[src/rtl/pipeline_control_unit_pkg.sv]
// Shared definitions for the pipeline control unit and the debug unit that observes it:
// FSM state encodings, the default drain length and the register-address width.
package pipeline_control_unit_pkg;

  typedef enum logic [2:0] {
    ST_IDLE   = 3'd0,
    ST_RUN    = 3'd1,
    ST_STEP   = 3'd2,
    ST_DRAIN  = 3'd3,
    ST_HALTED = 3'd4
  } pcu_state_e;

  localparam int DRAIN_CYCLES_DEFAULT = 3;
  localparam int DRAIN_CNT_W          = 8;
  localparam int REG_ADDR_W           = 5;

endpackage

[src/rtl/pipeline_control_unit_hazard.sv]
// Load-use hazard detector: a load in EX whose destination feeds the instruction in ID.
module hazard_detector
  import pipeline_control_unit_pkg::*;
(
  input  logic                  i_mem_read_ex,
  input  logic [REG_ADDR_W-1:0] i_rt_addr_ex,
  input  logic [REG_ADDR_W-1:0] i_rs_addr_id,
  input  logic [REG_ADDR_W-1:0] i_rt_addr_id,
  input  logic                  i_uses_rt_id,
  output logic                  o_hazard
);

  logic w_rs_match;
  logic w_rt_match;

  assign w_rs_match = (i_rt_addr_ex == i_rs_addr_id);
  assign w_rt_match = i_uses_rt_id & (i_rt_addr_ex == i_rt_addr_id);

  // Register 0 is hardwired, so a load targeting it never creates a dependency.
  assign o_hazard = i_mem_read_ex & (i_rt_addr_ex != '0) & (w_rs_match | w_rt_match);

endmodule

[src/rtl/pipeline_control_unit.sv]
// Pipeline control unit: run/step/drain/halt sequencing, stage enables and flushes,
// and the advance-cycle counter.
module pipeline_control_unit
  import pipeline_control_unit_pkg::*;
#(
  parameter int DRAIN_CYCLES = DRAIN_CYCLES_DEFAULT
) (
  input  logic                  clk,
  input  logic                  rst,
  input  logic                  i_start,
  input  logic                  i_step_mode,
  input  logic                  i_step,
  input  logic                  i_clear,
  input  logic                  i_halt_id,
  input  logic                  is_MemRead_ex,
  input  logic [REG_ADDR_W-1:0] i_rt_addr_ex,
  input  logic [REG_ADDR_W-1:0] i_rs_addr_id,
  input  logic [REG_ADDR_W-1:0] i_rt_addr_id,
  input  logic                  is_uses_rt_id,
  input  logic                  is_taken,
  output logic                  os_pc_enable,
  output logic                  os_if_id_enable,
  output logic                  os_id_ex_enable,
  output logic                  os_ex_mem_enable,
  output logic                  os_mem_wb_enable,
  output logic                  os_if_id_flush,
  output logic                  os_id_ex_flush,
  output logic                  os_halted,
  output logic                  os_busy,
  output logic [31:0]           o_cycle_count
);

  localparam logic [DRAIN_CNT_W-1:0] LP_DRAIN_LOAD = DRAIN_CNT_W'(DRAIN_CYCLES);

  pcu_state_e             r_state;
  logic                   r_step_mode;
  logic [DRAIN_CNT_W-1:0] r_drain_cnt;
  logic [31:0]            r_cycle_count;

  logic w_hazard;
  logic w_advance;
  logic w_drain_last;

  hazard_detector u_hazard_detector (
    .i_mem_read_ex (is_MemRead_ex),
    .i_rt_addr_ex  (i_rt_addr_ex),
    .i_rs_addr_id  (i_rs_addr_id),
    .i_rt_addr_id  (i_rt_addr_id),
    .i_uses_rt_id  (is_uses_rt_id),
    .o_hazard      (w_hazard)
  );

  always_comb begin
    w_advance = 1'b0;
    case (r_state)
      ST_RUN:   w_advance = 1'b1;
      ST_STEP:  w_advance = i_step;
      ST_DRAIN: w_advance = ~r_step_mode | i_step;
      default:  w_advance = 1'b0;
    endcase
  end

  // A count of 1 (or a zero-length drain) means this advance retires the last instruction.
  assign w_drain_last = (r_drain_cnt <= DRAIN_CNT_W'(1));

  always_ff @(posedge clk or negedge rst) begin
    if (!rst) begin
      r_state       <= ST_IDLE;
      r_step_mode   <= 1'b0;
      r_drain_cnt   <= '0;
      r_cycle_count <= '0;
    end else begin
      if (w_advance && (r_cycle_count != 32'hFFFF_FFFF)) begin
        r_cycle_count <= r_cycle_count + 32'd1;
      end
      case (r_state)
        ST_IDLE: begin
          if (i_start) begin
            r_step_mode <= i_step_mode;
            r_state     <= i_step_mode ? ST_STEP : ST_RUN;
          end
        end
        ST_RUN, ST_STEP: begin
          if (w_advance && i_halt_id && !is_taken) begin
            r_state     <= ST_DRAIN;
            r_drain_cnt <= LP_DRAIN_LOAD;
          end
        end
        ST_DRAIN: begin
          if (w_advance) begin
            if (is_taken) begin
              // The HALT sat on the wrong path; resume in the latched mode.
              r_state     <= r_step_mode ? ST_STEP : ST_RUN;
              r_drain_cnt <= '0;
            end else if (w_drain_last) begin
              r_state     <= ST_HALTED;
              r_drain_cnt <= '0;
            end else begin
              r_drain_cnt <= r_drain_cnt - DRAIN_CNT_W'(1);
            end
          end
        end
        ST_HALTED: begin
          if (i_clear) begin
            r_state       <= ST_IDLE;
            r_cycle_count <= '0;
          end
        end
        default: r_state <= ST_IDLE;
      endcase
    end
  end

  // Redirect wins over drain, hazard and halt: the target must be fetched.
  always_comb begin
    os_pc_enable     = 1'b0;
    os_if_id_enable  = 1'b0;
    os_id_ex_enable  = 1'b0;
    os_ex_mem_enable = 1'b0;
    os_mem_wb_enable = 1'b0;
    os_if_id_flush   = 1'b0;
    os_id_ex_flush   = 1'b0;
    if (w_advance) begin
      os_id_ex_enable  = 1'b1;
      os_ex_mem_enable = 1'b1;
      os_mem_wb_enable = 1'b1;
      if (is_taken) begin
        os_pc_enable    = 1'b1;
        os_if_id_enable = 1'b1;
        os_if_id_flush  = 1'b1;
        os_id_ex_flush  = 1'b1;
      end else if ((r_state == ST_DRAIN) || w_hazard) begin
        os_id_ex_flush  = 1'b1;
      end else begin
        os_pc_enable    = 1'b1;
        os_if_id_enable = 1'b1;
      end
    end
  end

  assign os_halted     = (r_state == ST_HALTED);
  assign os_busy       = (r_state == ST_RUN) || (r_state == ST_STEP) || (r_state == ST_DRAIN);
  assign o_cycle_count = r_cycle_count;

endmodule

[config.mk]
export PLATFORM = sky130hd
export DESIGN_NAME = pipeline_control_unit
export DESIGN_NICKNAME = d
export VERILOG_FILES = /design/src/rtl/pipeline_control_unit_pkg.sv /design/src/rtl/pipeline_control_unit_hazard.sv /design/src/rtl/pipeline_control_unit.sv
export SDC_FILE = /design/constraint.sdc
export NUM_CORES = 1
export LEC_CHECK = 0
export CAP_MARGIN = 5
export CORE_MARGIN = 2
export CORE_UTILIZATION = 45
export DETAILED_ROUTE_END_ITERATION = 12
export PLACE_DENSITY = 0.75
export SYNTH_ARGS = -nofsm -noshare
export SYNTH_HDL_FRONTEND = slang
export SYNTH_SLANG_ARGS = --single-unit
[constraint.sdc]
create_clock -name clk -period 3 [get_ports clk]
set_input_delay 0.45 -clock clk [delete_from_list [all_inputs] [get_ports clk]]
set_output_delay 0.45 -clock clk [all_outputs]
set_load 0.02 [all_outputs]
* Yosys cells after proc, flatten, opt, wreduce, memory -nomap -nowiden
Cells that the tools add are included.
** Storage, ports and cells
- Register bits after elaboration :: 44
- Output and inout port bits :: 41
- Logic and storage cells :: 66
** Operators by class
- Add/sub/neg operators :: 2
- Order comparisons :: 1
- Equal/unequal tests :: 12
- Mux-type cells :: 27
- Bitwise logic cells :: 6
- Reduce and logical (&&, ||, !) cells :: 14
** Operators by type and width (number)
- $mux 32 :: 3
- $add 32x1->32 const B :: 1
- $mux 8 :: 4
- $ne 32x32->1 const B :: 1
- $mux 3 :: 6
- $pmux 8 s2 :: 1
- $pmux 3 s4 :: 1
- $eq 5x5->1 :: 2
- $mux 1 :: 9
- $le 8x1->1 const B :: 1
- $ne 2x2->1 const B :: 4
- $sub 8x1->8 const B :: 1
- $eq 3x2->1 const B :: 2
- $reduce_and 5->1 :: 1
- $reduce_bool 5->1 :: 1
- $mux 2 :: 2
- $and 1x1->1 :: 3
- $eq 3x1->1 const B :: 1
- $eq 3x3->1 const B :: 1
- $logic_and 1x1->1 :: 3
- $logic_not 3->1 :: 1
- $logic_or 1x1->1 :: 3
- $ne 3x3->1 const B :: 1
- $pmux 1 s3 :: 1
- other kinds (7) :: 8

* Depth between registers and ports, before layout
Gate-level depths: netlist of run 1.
- Depth in word-level cells :: 8
- Gate-level depth with buffers :: 8
- Gate-level depth less buffers :: 7

* Hierarchy
Synthesis of run 1 repeated with hierarchy kept, for this count alone.
** Second synthesis, totals
- Cells, all modules :: 319
- Area, all modules :: 2831.5 um^2
** By module, submodules not included
- pipeline_control_unit :: instances 1, cells an instance 302, area an instance 2698.8 um^2
- hazard_detector :: instances 1, cells an instance 17, area an instance 132.6 um^2

* Worst setup path before layout of run 1
Ideal clock, no wire load.
- Path type :: input to output
- Start point :: in i_rt_addr_ex[1]
- End point :: out os_pc_enable
- Data arrival time :: 2054 ps
- Setup slack :: 496 ps
- Stages on the path :: 5
- Path buffers :: 1
- Cell sequence :: or4_1 -> o21ai_0 -> a21oi_1 -> o31ai_1 -> buf_4
** Between the ends
- Word-level cells in the longest chain between the ends :: 8
- Elaborated cells on any way between the ends :: 11
** RTL lines
- start: declaration :: line pipeline_control_unit.sv:16 : input logic [REG_ADDR_W-1:0] i_rt_addr_ex,
- $eq 5x5->1 :: line pipeline_control_unit_hazard.sv:17 : assign w_rt_match = i_uses_rt_id & (i_rt_addr_ex == i_rt_addr_id);
- $and 1x1->1 :: line pipeline_control_unit_hazard.sv:17
- $or 1x1->1 :: line pipeline_control_unit_hazard.sv:20 : assign o_hazard = i_mem_read_ex & (i_rt_addr_ex != '0) & (w_rs_match | w_rt_match);
- $and 1x1->1 (*) :: line pipeline_control_unit_hazard.sv:20
- $logic_or 1x1->1 (*) :: line pipeline_control_unit.sv:132 : end else if ((r_state == ST_DRAIN) || w_hazard) begin
- $mux 1 (*) (3 in series)
- end: declaration :: line pipeline_control_unit.sv:21 : output logic os_pc_enable,
Mark *: on every way between the ends. The rest lies on a longest branch, timed or not.

* Worst setup path after layout of run 1
- Start point :: in i_rt_addr_ex[1]
- End point :: out os_id_ex_flush
** Between the ends
- Word-level cells in the longest chain between the ends :: 8
- Elaborated cells on any way between the ends :: 11
** RTL lines
- $eq 5x5->1 :: line pipeline_control_unit_hazard.sv:17
- $and 1x1->1 :: line pipeline_control_unit_hazard.sv:17
- $or 1x1->1 :: line pipeline_control_unit_hazard.sv:20
- $and 1x1->1 (*) :: line pipeline_control_unit_hazard.sv:20
- $logic_or 1x1->1 (*) :: line pipeline_control_unit.sv:132
- $mux 1 (*) :: line pipeline_control_unit.sv:132
- $mux 1 (*) :: line pipeline_control_unit.sv:127 : if (is_taken) begin
- $mux 1 (*) :: line pipeline_control_unit.sv:123 : if (w_advance) begin
- end: declaration :: line pipeline_control_unit.sv:27 : output logic os_id_ex_flush,
Marks and branches as above.

==> results by group, run 1 <==
Cells and area
  – Ant diodes: 0
  – Most frequent cells in the layout: clkdlybuf4s50_1 (61), dfrtp_1 (44), nand2_1 (25)
  – Most common cell after layout, fill and taps aside: clkdlybuf4s50_1
  – Layout cells sized above 1: 8.16%
  – Final Core Density: 61.3%
  – Area Overhead vs Synth: 32.3%
  – Final Net Count: 407

Global route
  – Vias in the first global route: 2456
  – First-pass GRT wire length: 11.5 mm
  – Initial antenna violation count: 0
  – Largest net degree at the start of global routing: 45
  – Tot GR Track Use: 21.9%
  – Grt total ovfl: 0

Critical path
  – Reg2Reg Capture Point: o_cycle_count[28]
  – Critical path class: in2out
  – CP Launch Type: primary input
  – CP arrival: 2.39 ns
  – CP max FO: 3
  – Reg2Reg Setup Slack: 0.50 ns
  – R2R Path Start: o_cycle_count[0]
  – Data required, critical path: ~2.6 ns
  – R2R depth: 6
  – CP Capture Type: output pin

Timing
  – Slew @ Worst Pin: 1.01 ns
  – Total negative setup slack: 0 ns
  – Slew Limit Headroom: 32.7%
  – Final hold slack: slightly above 0.3 ns
  – Clock Skews: 0.0118 ns
  – Final setup margin: 0.159 ns
  – RSZ-0062 raised after global routing: no
  – Max-slew violation count: 0
  – Final Hold Viols: 0
  – Part of the cycle the worst path needs: 94.7%
  – # setup viols final: 0
  – Period minus WS final: 2.84 ns
  – F_max: 352 MHz

Pwr
  – Power Density: 829 nW/µm²
  – Maximum vdd drop: between 0.0005 and 0.0006 V
  – LEAKAGE: around 1.5 nW

Logic synthesis
  – Synth Area in Adders: approximately 1.4%
  – Post-synth EDFFs: 0
  – Syn Inst Count: 310
  – Compound-Gate Fraction of Synth Area: 20.8%
  – Asr flop ratio synth: 100%
  – Xor and xnor area share after synthesis: 4.82%
  – Yosys cell types: 50
  – Largest family of logic cells by synthesized area: simple AND/OR/NAND/NOR gates
  – Syn Nets: 338
  – Synth Flop Type: dfrtp_1
  – Number of warning messages in the yosys log: 0
  – Avg Cell Area, Syn: 8.79 µm²
  – #FFs+latches synth: 44
  – Synth Cell Area: between 2000 and 3000 µm²
  – Synth Area in Simple Gates: 25.1%
  – Mux share of post-synthesis cell area: 2.62%
  – Sequential fraction of the synthesis area: 40.4%

Clock tree
  – CTS tree: yes
  – CTS Buf Count: 5
  – Clock transition at path regs: about 0.090 ns
  – Root buf cell: clkbuf_8
  – Maximum buffer depth of the clock tree: 2
  – Setup Fix Bufs, Post-CTS: 0
  – Clock Latency Late Sink: between 0.3 and 0.4 ns
  – Clock sink total: 44
  – Htree depth: 2

Route
  – Routed len/inst: 15.5 µm
  – Routed wire length: 7.07 mm
  – Drt first pass iters: 4
  – Routed via count: roughly 2700
  – DRC violations left: 0
  – Initial DRC Count: 124
  – DRT antenna net count: 0
  – Vias/cell: 5.87

Place
  – Worst slack, placed: -0.114 ns
  – Final Wtd Congestion: around 0.86
  – Port bufs: 65
  – Final HPWL DP: 4.99 mm

Floorplan
  – Die Y: 81.8 µm
  – Site Rows: 28
  – Starting density of the core: 46.3%
  – Die X: 81.8 µm
  – Die Area: around 6700 µm²
  – Core Box Area: 5890 µm²
  – Number of I/O pins: between 60 and 70

Hold path
  – Min-delay worst type: in2async

Run
  – Max cap viols: 0

Outcome
  – Outcome: finished, final reports clean
synthesized netlist by cell type (5+ instances only):
cell type / number / share of area (%)
xnor2_1: 7 / 2.2
nand3_1: 13 / 2.4
mux2i_1: 6 / 2.2
o31ai_1: 19 / 5.2
a21oi_1: 22 / 4.0
nor4_1: 5 / 1.1
nand4_1: 11 / 2.5
clkbuf_1: 10 / 1.4
nand2_1: 25 / 3.4
o21ai_0: 9 / 1.7
nor2_1: 21 / 2.9
or4_1: 10 / 2.8
or3_1: 13 / 3.0
dfrtp_1: 44 / 40
inv_1: 12 / 1.7
o21ai_1: 8 / 1.5
xor2_1: 8 / 2.6
metrics by stage:
stage / power [W] / area (µm²) / cells
floorplan: 0.00192 / 2730 / 310
global placement: 0.00250 / 3500 / 447
detailed placement: 0.00253 / 3500 / 447
CTS: 0.00300 / 3610 / 455
global route: 0.00319 / 3610 / 455
finish: 0.00299 / 3610 / 455
worst max path at each step:
stage	start	endpoint	cells after the start
final	i_rt_addr_ex[1]	os_id_ex_flush	7
after global routing	i_rt_addr_ex[1]	os_id_ex_flush	7
after CTS	i_rt_addr_ex[1]	os_id_ex_flush	7
after detailed placement	i_rt_addr_ex[1]	os_pc_enable	6
after global placement	i_rt_addr_ex[1]	os_pc_enable	6
after floorplan	i_rt_addr_ex[1]	os_pc_enable	5
critical path, stage by stage:
cell	delay [ns]
clkdlybuf4s50_1	0.46
or4_1	0.52
o21ai_0	0.17
a21oi_1	0.07
buf_4	0.13
o31a_1	0.26
dlygate4sd2_1	0.33
state kept, by name, indices dropped and copies added (netlist names):
register       cells
r_step_mode        1
r_drain_cnt        8
o_cycle_count     32
r_state            3
layout make-up:
class	count	area, µm²
clock buffers	5	68.8
clock inverters	3	46.3
fillers	513	2280
inverters	12	45.0
multi-input cells	236	1500
flip-flops and latches	44	1100
well taps	75	93.8
repair buffers	80	754
kinds of logic after synthesis:
family,count (synthesis)
simple gates,125
compound gates,86
flops,44
buf+inv,30
xor+xnor,15
mux,7
fa+ha+maj,3
power breakdown:
part	internal (W)	leakage [nW]	switching, W	total [W]
clock	0.000251	0.0548	0.000222	0.000473
sequential	0.000763	0.563	0.000267	0.00103
combinational	0.000695	0.833	0.000791	0.00149
metal layers:
metal  vias up  GRT usage (%)  share of wire (%)
met2        45           37.6                 50
met3         8           3.85                3.1
li1       1298              -                  -
met4         0           5.50                1.0
met1      1319           28.6                 46
met5         -              0                  0
what timing repair did:
item                       in CTS  in global routing
gates resized for setup         3                  0
hold buffers                    0                  0
setup endpoints to repair       3                  0
No activity file was read; power rests on OpenSTA's default activity.
==> inputs of run 2 (changes only) <==
==> constraint.sdc (replaced) <==
create_clock -name clk -period 3.1 [get_ports clk]
set_input_delay 0.465 -clock clk [delete_from_list [all_inputs] [get_ports clk]]
set_output_delay 0.465 -clock clk [all_outputs]
set_load 0.02 [all_outputs]
==> run 2 against run 1 <==
Against the previous run: non-clock buffer count is 3 lower; routed wire length decreased by 1.2%; clock power is essentially flat; combinational power hardly changed; worst setup slack better by 0.15 ns; critical path type unchanged; largest cell class unchanged; largest power group unchanged.
==> results by group, run 2 (same netlist as run 1, synthesis figures left out) <==
Route
  – Met2 wire length: 3.51 mm (was 3.52 mm)
  – DRC violations left: 0 (unchanged)
  – Routed via count: 2649 (was 2670)
  – Routed wire length: 6.98 mm (was 7.07 mm)
  – DRT antenna net count: 0 (unchanged)
  – Uppermost routed layer: met4 (unchanged)
  – Initial DRC Count: 181 (was 124)
  – Routed len/inst: 15.5 µm (about the same)
  – Met3 Wirelength: 279 µm (was 221 µm)
  – Met1 wire length: 3.11 mm (was 3.26 mm)
  – Drt first pass iters: 4 (unchanged)
  – Vias/cell: 5.86 (was 5.87)

Critical path
  – CP endpoint: os_if_id_enable (was os_id_ex_flush)
  – CP arrival: 2.32 ns (was 2.39 ns)
  – Worst-path cell chain: clkdlybuf4s50_1 > or4_1 > o21ai_0 > a21oi_1 > o31ai_1 > dlygate4sd2_1 (was clkdlybuf4s50_1 > or4_1 > o21ai_0 > a21oi_1 > buf_4 > o31a_1 > dlygate4sd2_1)
  – Critical path class: in2out (unchanged)
  – Delay of the slowest cell on the worst path: 0.52 ns (about the same)
  – Reg2Reg Setup Slack: 0.62 ns (was 0.50 ns)
  – CP Launch Type: primary input (unchanged)
  – Data required, critical path: 2.63 ns (was 2.55 ns)
  – R2R Path Start: o_cycle_count[0] (unchanged)
  – CP Capture Type: output pin (unchanged)
  – CP max FO: 2 (was 3)
  – R2R depth: 6 (unchanged)
  – Reg2Reg Capture Point: o_cycle_count[28] (unchanged)
  – Worst path slowest cell: or4_1 (unchanged)
  – Worst Setup SP: i_rt_addr_ex[1] (unchanged)

Floorplan
  – Number of I/O pins: 66 (unchanged)
  – Die Area: 6700 µm² (unchanged)
  – Core Box Area: 5890 µm² (unchanged)
  – Starting density of the core: 46.3% (unchanged)
  – Die Y: 81.8 µm (unchanged)
  – Site Rows: 28 (unchanged)
  – Die X: 81.8 µm (unchanged)

Timing
  – Slew Limit Headroom: 30.9% (was 32.7%)
  – Clock Skews: 0.0137 ns (was 0.0118 ns)
  – Max-slew violation count: 0 (unchanged)
  – # setup viols final: 0 (unchanged)
  – Total negative setup slack: 0 ns (unchanged)
  – Final setup margin: 0.313 ns (was 0.159 ns)
  – Final Hold Viols: 0 (unchanged)
  – Period minus WS final: about 2.8 ns
  – Final hold slack: 0.341 ns (was 0.304 ns)
  – RSZ-0062 raised after global routing: no (unchanged)
  – Slew @ Worst Pin: 1.04 ns (was 1.01 ns)
  – F_max: between 300 and 400 MHz
  – Part of the cycle the worst path needs: 89.9%

Pwr
  – Comb pwr share: 50.0% (was 49.7%)
  – Internal: 0.00168 W (was 0.00171 W)
  – Clock power frac: 16.3% (was 15.8%)
  – Switching Share: 42.4% (was 42.8%)
  – Power Density: 810 nW/µm² (was 829 nW/µm²)
  – NetSw: 0.00124 W (was 0.00128 W)
  – Design Power: 0.00292 W (was 0.00299 W)
  – Sequential Power Share: 33.7% (was 34.5%)
  – LEAKAGE: 1.45 nW (about the same)
  – Maximum vdd drop: 0.000521 V (was 0.000571 V)

Global route
  – First-pass GRT wire length: 11.6 mm (was 11.5 mm)
  – Grt total ovfl: 0 (unchanged)
  – Tot GR Track Use: 21.9% (about the same)
  – Vias in the first global route: 2458 (was 2456)
  – Largest net degree at the start of global routing: 45 (unchanged)
  – Initial antenna violation count: 0 (unchanged)

Place
  – Worst slack, placed: -0.0419 ns (was -0.114 ns)
  – Final Wtd Congestion: 0.872 (was 0.857)
  – Port bufs: 65 (unchanged)
  – Post-DP Area: 3470 µm² (was 3500 µm²)
  – Final HPWL DP: 5.04 mm (was 4.99 mm)

Clock tree
  – Maximum buffer depth of the clock tree: 2 (unchanged)
  – Clock sink total: 44 (unchanged)
  – Clock transition at path regs: 0.10 ns (was 0.09 ns)
  – Clock Latency Late Sink: 0.31 ns (about the same)
  – CTS tree: yes (unchanged)
  – Root buf cell: clkbuf_8 (unchanged)
  – CTS Buf Count: 5 (unchanged)
  – Setup Fix Bufs, Post-CTS: 0 (unchanged)
  – Htree depth: 2 (unchanged)

Cells and area
  – Layout cells sized above 1: 7.69% (was 8.16%)
  – Fillers: 510 (was 513)
  – Area Overhead vs Synth: 32.1% (was 32.3%)
  – Final Net Count: 404 (was 407)
  – Post-route cell area: 3600 µm² (was 3610 µm²)
  – Ant diodes: 0 (unchanged)
  – Most frequent cells in the layout: clkdlybuf4s50_1 (61), dfrtp_1 (44), nand2_1 (25) (unchanged)
  – Most common cell after layout, fill and taps aside: clkdlybuf4s50_1 (unchanged)
  – Largest register FFs: 32 (unchanged)

Outcome
  – Outcome: finished, final reports clean (unchanged)

Hold path
  – Min-delay worst type: in2async (unchanged)

Run
  – Max cap viols: 0 (unchanged)
==> run 2: changes by cell type in the layout (fill, tap and decap cells not counted), sizes merged <==
cell          change
buf               -3
clkbuf            +1
clkinv            +1
clkinvlp          -1
dlygate4sd2       -1
dlymetal6s2s      +1
inv               -1
==> run 2: repair_timing <==
action	in CTS	in global routing
gates resized for setup	3	1
endpoints found under the setup margin	3	1
pin swaps	0	0
hold buffers	0	0
==> run 2: critical path: cells and delay by family <==
kind | cells | cell delay (ns)
buffers and inverters | 2 | 0.79
AOI/OAI and AO/OA | 3 | 0.55
and+or+nand+nor | 1 | 0.52
==> run 2: area by class of cell <==
type	count	area (µm²)	area share [%]
multi-input cells	236	1500	41.8
flip-flops and latches	44	1100	30.6
repair buffers	77	736	20.4
well taps	75	93.8	2.61
clock buffers	6	82.6	2.29
inverters	12	45.0	1.25
clock inverters	2	38.8	1.08
==> run 2: per-layer routing <==
layer,vias up,track usage (%)
li1,1295,-
met1,1289,28.6
met2,56,37.2
met3,9,4.18
met4,0,5.67
met5,-,0
==> run 2: worst min path at each step <==
stage                   startpoint                 to  slack (ns)  cells after the start
floorplan                      rst   o_cycle_count[0]        0.17                      0
global placement    r_drain_cnt[7]     r_drain_cnt[7]        0.47                      1
detailed placement  r_drain_cnt[7]     r_drain_cnt[7]        0.47                      1
CTS                            rst  o_cycle_count[30]        0.37                      1
global route                   rst  o_cycle_count[23]        0.43                      1
finish                         rst  o_cycle_count[23]        0.34                      1
==> run 2: power by group through the flow <==
stage | clock, W | combinational (W) | sequential [W]
after detailed placement | 0 | 0.00147 | 0.000985
final | 0.000476 | 0.00146 | 0.000984
after global placement | 0 | 0.00145 | 0.000976
after global routing | 0.000509 | 0.00160 | 0.00102
after floorplan | 0 | 0.000809 | 0.00104
after CTS | 0.000487 | 0.00146 | 0.000976
==> run 2: metrics by stage <==
stage | cells | utilization, %
3_3_place_gp | 444 | 59.0
2_1_floorplan | 310 | -
6_report | 452 | 61.2
4_1_cts | 452 | 61.1
5_1_grt | 452 | 61.2
3_5_place_dp | 444 | 59.0
==> inputs of run 3 (changes only) <==
--- a/config.mk
+++ b/config.mk
@@ -6,10 +6,12 @@
 export NUM_CORES = 1
 export LEC_CHECK = 0
 export CAP_MARGIN = 5
+export CELL_PAD_IN_SITES_DETAIL_PLACEMENT = 2
+export CELL_PAD_IN_SITES_GLOBAL_PLACEMENT = 2
 export CORE_MARGIN = 2
-export CORE_UTILIZATION = 45
+export CORE_UTILIZATION = 29
 export DETAILED_ROUTE_END_ITERATION = 12
-export PLACE_DENSITY = 0.75
+export PLACE_DENSITY = 0.8
 export SYNTH_ARGS = -nofsm -noshare
 export SYNTH_HDL_FRONTEND = slang
 export SYNTH_SLANG_ARGS = --single-unit
==> constraint.sdc (replaced) <==
create_clock -name clk -period 2.91 [get_ports clk]
set_input_delay 0.4365 -clock clk [delete_from_list [all_inputs] [get_ports clk]]
set_output_delay 0.4365 -clock clk [all_outputs]
set_load 0.02 [all_outputs]
==> run 3 against run 2 <==
Against the previous run: combinational power rose by 12%; largest cell class unchanged; first-iteration DRC count fell by 65%; worst setup slack got worse by 0.26 ns; core utilization fell by 21 points; register-to-register slack got worse by 0.26 ns; final area rose by 1.7%; highest routed layer unchanged; flip-flop and latch count did not move; non-clock buffer count rose by 7; sequential share of layout area fell by 0.51 points; die area rose by 52%.
==> results by group, run 3 (same netlist as run 1, synthesis figures left out) <==
Cells and area
  – Ant diodes: 0 (unchanged)
  – Final Net Count: 411 (was 404)
  – Layout cells sized above 1: 8.85% (was 7.69%)
  – Final Core Density: 39.8% (was 61.2%)
  – Most frequent cells in the layout: clkdlybuf4s50_1 (61), dfrtp_1 (44), nand2_1 (25) (unchanged)
  – Multi-input gate area: 1500 µm² (about the same)
  – Storage element area: 1100 µm² (unchanged)
  – Area Overhead vs Synth: 34.3% (was 32.1%)
  – Post-route cell area: 3660 µm² (was 3600 µm²)
  – Most common cell after layout, fill and taps aside: clkdlybuf4s50_1 (unchanged)
  – Fillers: 1062 (was 510)
  – Largest register FFs: 32 (unchanged)

Timing
  – F_max: 350 MHz
  – RSZ-0062 raised after global routing: no (unchanged)
  – Period minus WS final: about 2.9 ns
  – Clock Skews: 0.0118 ns (was 0.0137 ns)
  – # setup viols final: 0 (unchanged)
  – Total negative setup slack: 0 ns (unchanged)
  – Final Hold Viols: 0 (unchanged)
  – Max-slew violation count: 0 (unchanged)
  – Slew Limit Headroom: 28.2% (was 30.9%)
  – Part of the cycle the worst path needs: 98.3%
  – Slew @ Worst Pin: 1.08 ns (was 1.04 ns)

Run
  – Max cap viols: 0 (unchanged)

Critical path
  – CP bufs+invs: 3 (was 2)
  – CP max FO: 3 (was 2)
  – Worst-path cell chain: clkdlybuf4s50_1 > or4_1 > o21ai_1 > a21oi_1 > buf_4 > o31a_1 > dlygate4sd2_1 (was clkdlybuf4s50_1 > or4_1 > o21ai_0 > a21oi_1 > o31ai_1 > dlygate4sd2_1)
  – CP Launch Type: primary input (unchanged)
  – Delay of the slowest cell on the worst path: 0.57 ns (was 0.52 ns)
  – CP top delay family: buffers and inverters (unchanged)
  – CP arrival: 2.42 ns (was 2.32 ns)
  – CP Capture Type: output pin (unchanged)
  – Reg2Reg Setup Slack: 0.36 ns (was 0.62 ns)
  – Critical path class: in2out (unchanged)
  – Data required, critical path: 2.47 ns (was 2.63 ns)
  – Worst path slowest cell: or4_1 (unchanged)

Clock tree
  – CTS Buf Count: 5 (unchanged)
  – Clock sink total: 44 (unchanged)
  – Root buf cell: clkbuf_8 (unchanged)
  – Maximum buffer depth of the clock tree: 2 (unchanged)
  – CTS tree: yes (unchanged)
  – Htree depth: 2 (unchanged)
  – Clock transition at path regs: 0.09 ns (was 0.10 ns)
  – Clock Latency Late Sink: 0.30 ns (was 0.31 ns)

Route
  – Met2 wire length: 4.59 mm (was 3.51 mm)
  – Drt first pass iters: 4 (unchanged)
  – Uppermost routed layer: met4 (unchanged)
  – Routed len/inst: 18.3 µm (was 15.5 µm)
  – DRT antenna net count: 0 (unchanged)
  – Vias/cell: 5.57 (was 5.86)
  – Initial DRC Count: 63 (was 181)
  – Met3 Wirelength: 229 µm (was 279 µm)
  – Routed wire length: 9.05 mm (was 6.98 mm)
  – Met1 wire length: 4.13 mm (was 3.11 mm)
  – Routed via count: 2755 (was 2649)
  – DRC violations left: 0 (unchanged)

Floorplan
  – Die X: 101 µm (was 81.8 µm)
  – Starting density of the core: 29.6% (was 46.3%)
  – Number of I/O pins: 66 (unchanged)
  – Die Y: 101 µm (was 81.8 µm)
  – Site Rows: 35 (was 28)
  – Die Area: 10200 µm² (was 6700 µm²)
  – Core Box Area: 9200 µm² (was 5890 µm²)

Outcome
  – Outcome: finished, final reports clean (unchanged)

Global route
  – First-pass GRT wire length: 15.5 mm (was 11.6 mm)
  – Tot GR Track Use: 19.0% (was 21.9%)
  – Initial antenna violation count: 0 (unchanged)
  – Vias in the first global route: 2971 (was 2458)
  – Grt total ovfl: 0 (unchanged)
  – Largest net degree at the start of global routing: 45 (unchanged)

Place
  – Post-DP Area: 3570 µm² (was 3470 µm²)
  – Final HPWL DP: 6.79 mm (was 5.04 mm)
  – Final Wtd Congestion: 0.774 (was 0.872)
  – Port bufs: 65 (unchanged)

Pwr
  – Power Density: 846 nW/µm² (was 810 nW/µm²)
  – Maximum vdd drop: 0.000264 V (was 0.000521 V)
  – LEAKAGE: 1.46 nW (was 1.45 nW)
  – Design Power: 0.00310 W (was 0.00292 W)

Hold path
  – Min-delay worst type: in2async (unchanged)
-- run 3: worst paths after layout --
kind	from	end	cells after the start
worst max-delay path	i_rt_addr_ex[1]	os_id_ex_flush	7
worst min-delay path	rst	o_cycle_count[29]	1
worst max register to register	o_cycle_count[0]	o_cycle_count[28]	6
worst min register to register	r_drain_cnt[7]	r_drain_cnt[7]	1
max in group asynchronous	rst	o_cycle_count[0]	1
min in group clk	r_drain_cnt[7]	r_drain_cnt[7]	1
-- run 3: area by class of cell --
| type | instances | share of cell area, % |
|---|---|---|
| tap | 111 | 3.79 |
| clock buffer | 7 | 2.36 |
| multi-input combinational | 236 | 40.9 |
| inverter | 12 | 1.23 |
| timing repair buffer | 84 | 21.5 |
| sequential | 44 | 30.1 |
| clock inverter | 1 | 0.205 |
-- run 3: where the power goes --
group	switching [W]	internal (W)	total [W]
Clock	0.000230	0.000194	0.000424
Combinational	0.000895	0.000734	0.00163
Sequential	0.000259	0.000787	0.00105
-- run 3: worst reg2reg max path, cell delays in order, from the launching register on --
cell and delay (ns):
dfrtp_1 0.45, ha_1 0.24, nand3_1 0.17, a211o_1 0.41, or3_1 0.53, or4_1 0.53, a21oi_1 0.15
-- run 3: per-stage QoR --
| stage | hold WS, ns | std cells | worst slack (ns) |
|---|---|---|---|
| floorplan | 0.141 | 310 | 0.433 |
| global placement | 0.465 | 487 | -0.173 |
| detailed placement | 0.478 | 487 | -0.321 |
| CTS | 0.371 | 495 | 0.0374 |
| global route | 0.406 | 495 | 0.00341 |
| finish | 0.302 | 495 | 0.0501 |
-- run 3: repair_timing --
action | 4_1_cts | 5_1_grt
gates resized for setup | 4 | 1
endpoints found under the setup margin | 3 | 2
pin swaps | 0 | 0
gates cloned | 0 | 0
hold buffers | 0 | 0
buffers inserted | 0 | 0
-- run 3: metal layers --
metal	up-vias	GRT usage, %
li1	1299	-
met1	1405	24.6
met2	43	33.9
met3	8	2.29
met4	0	3.85
met5	-	0
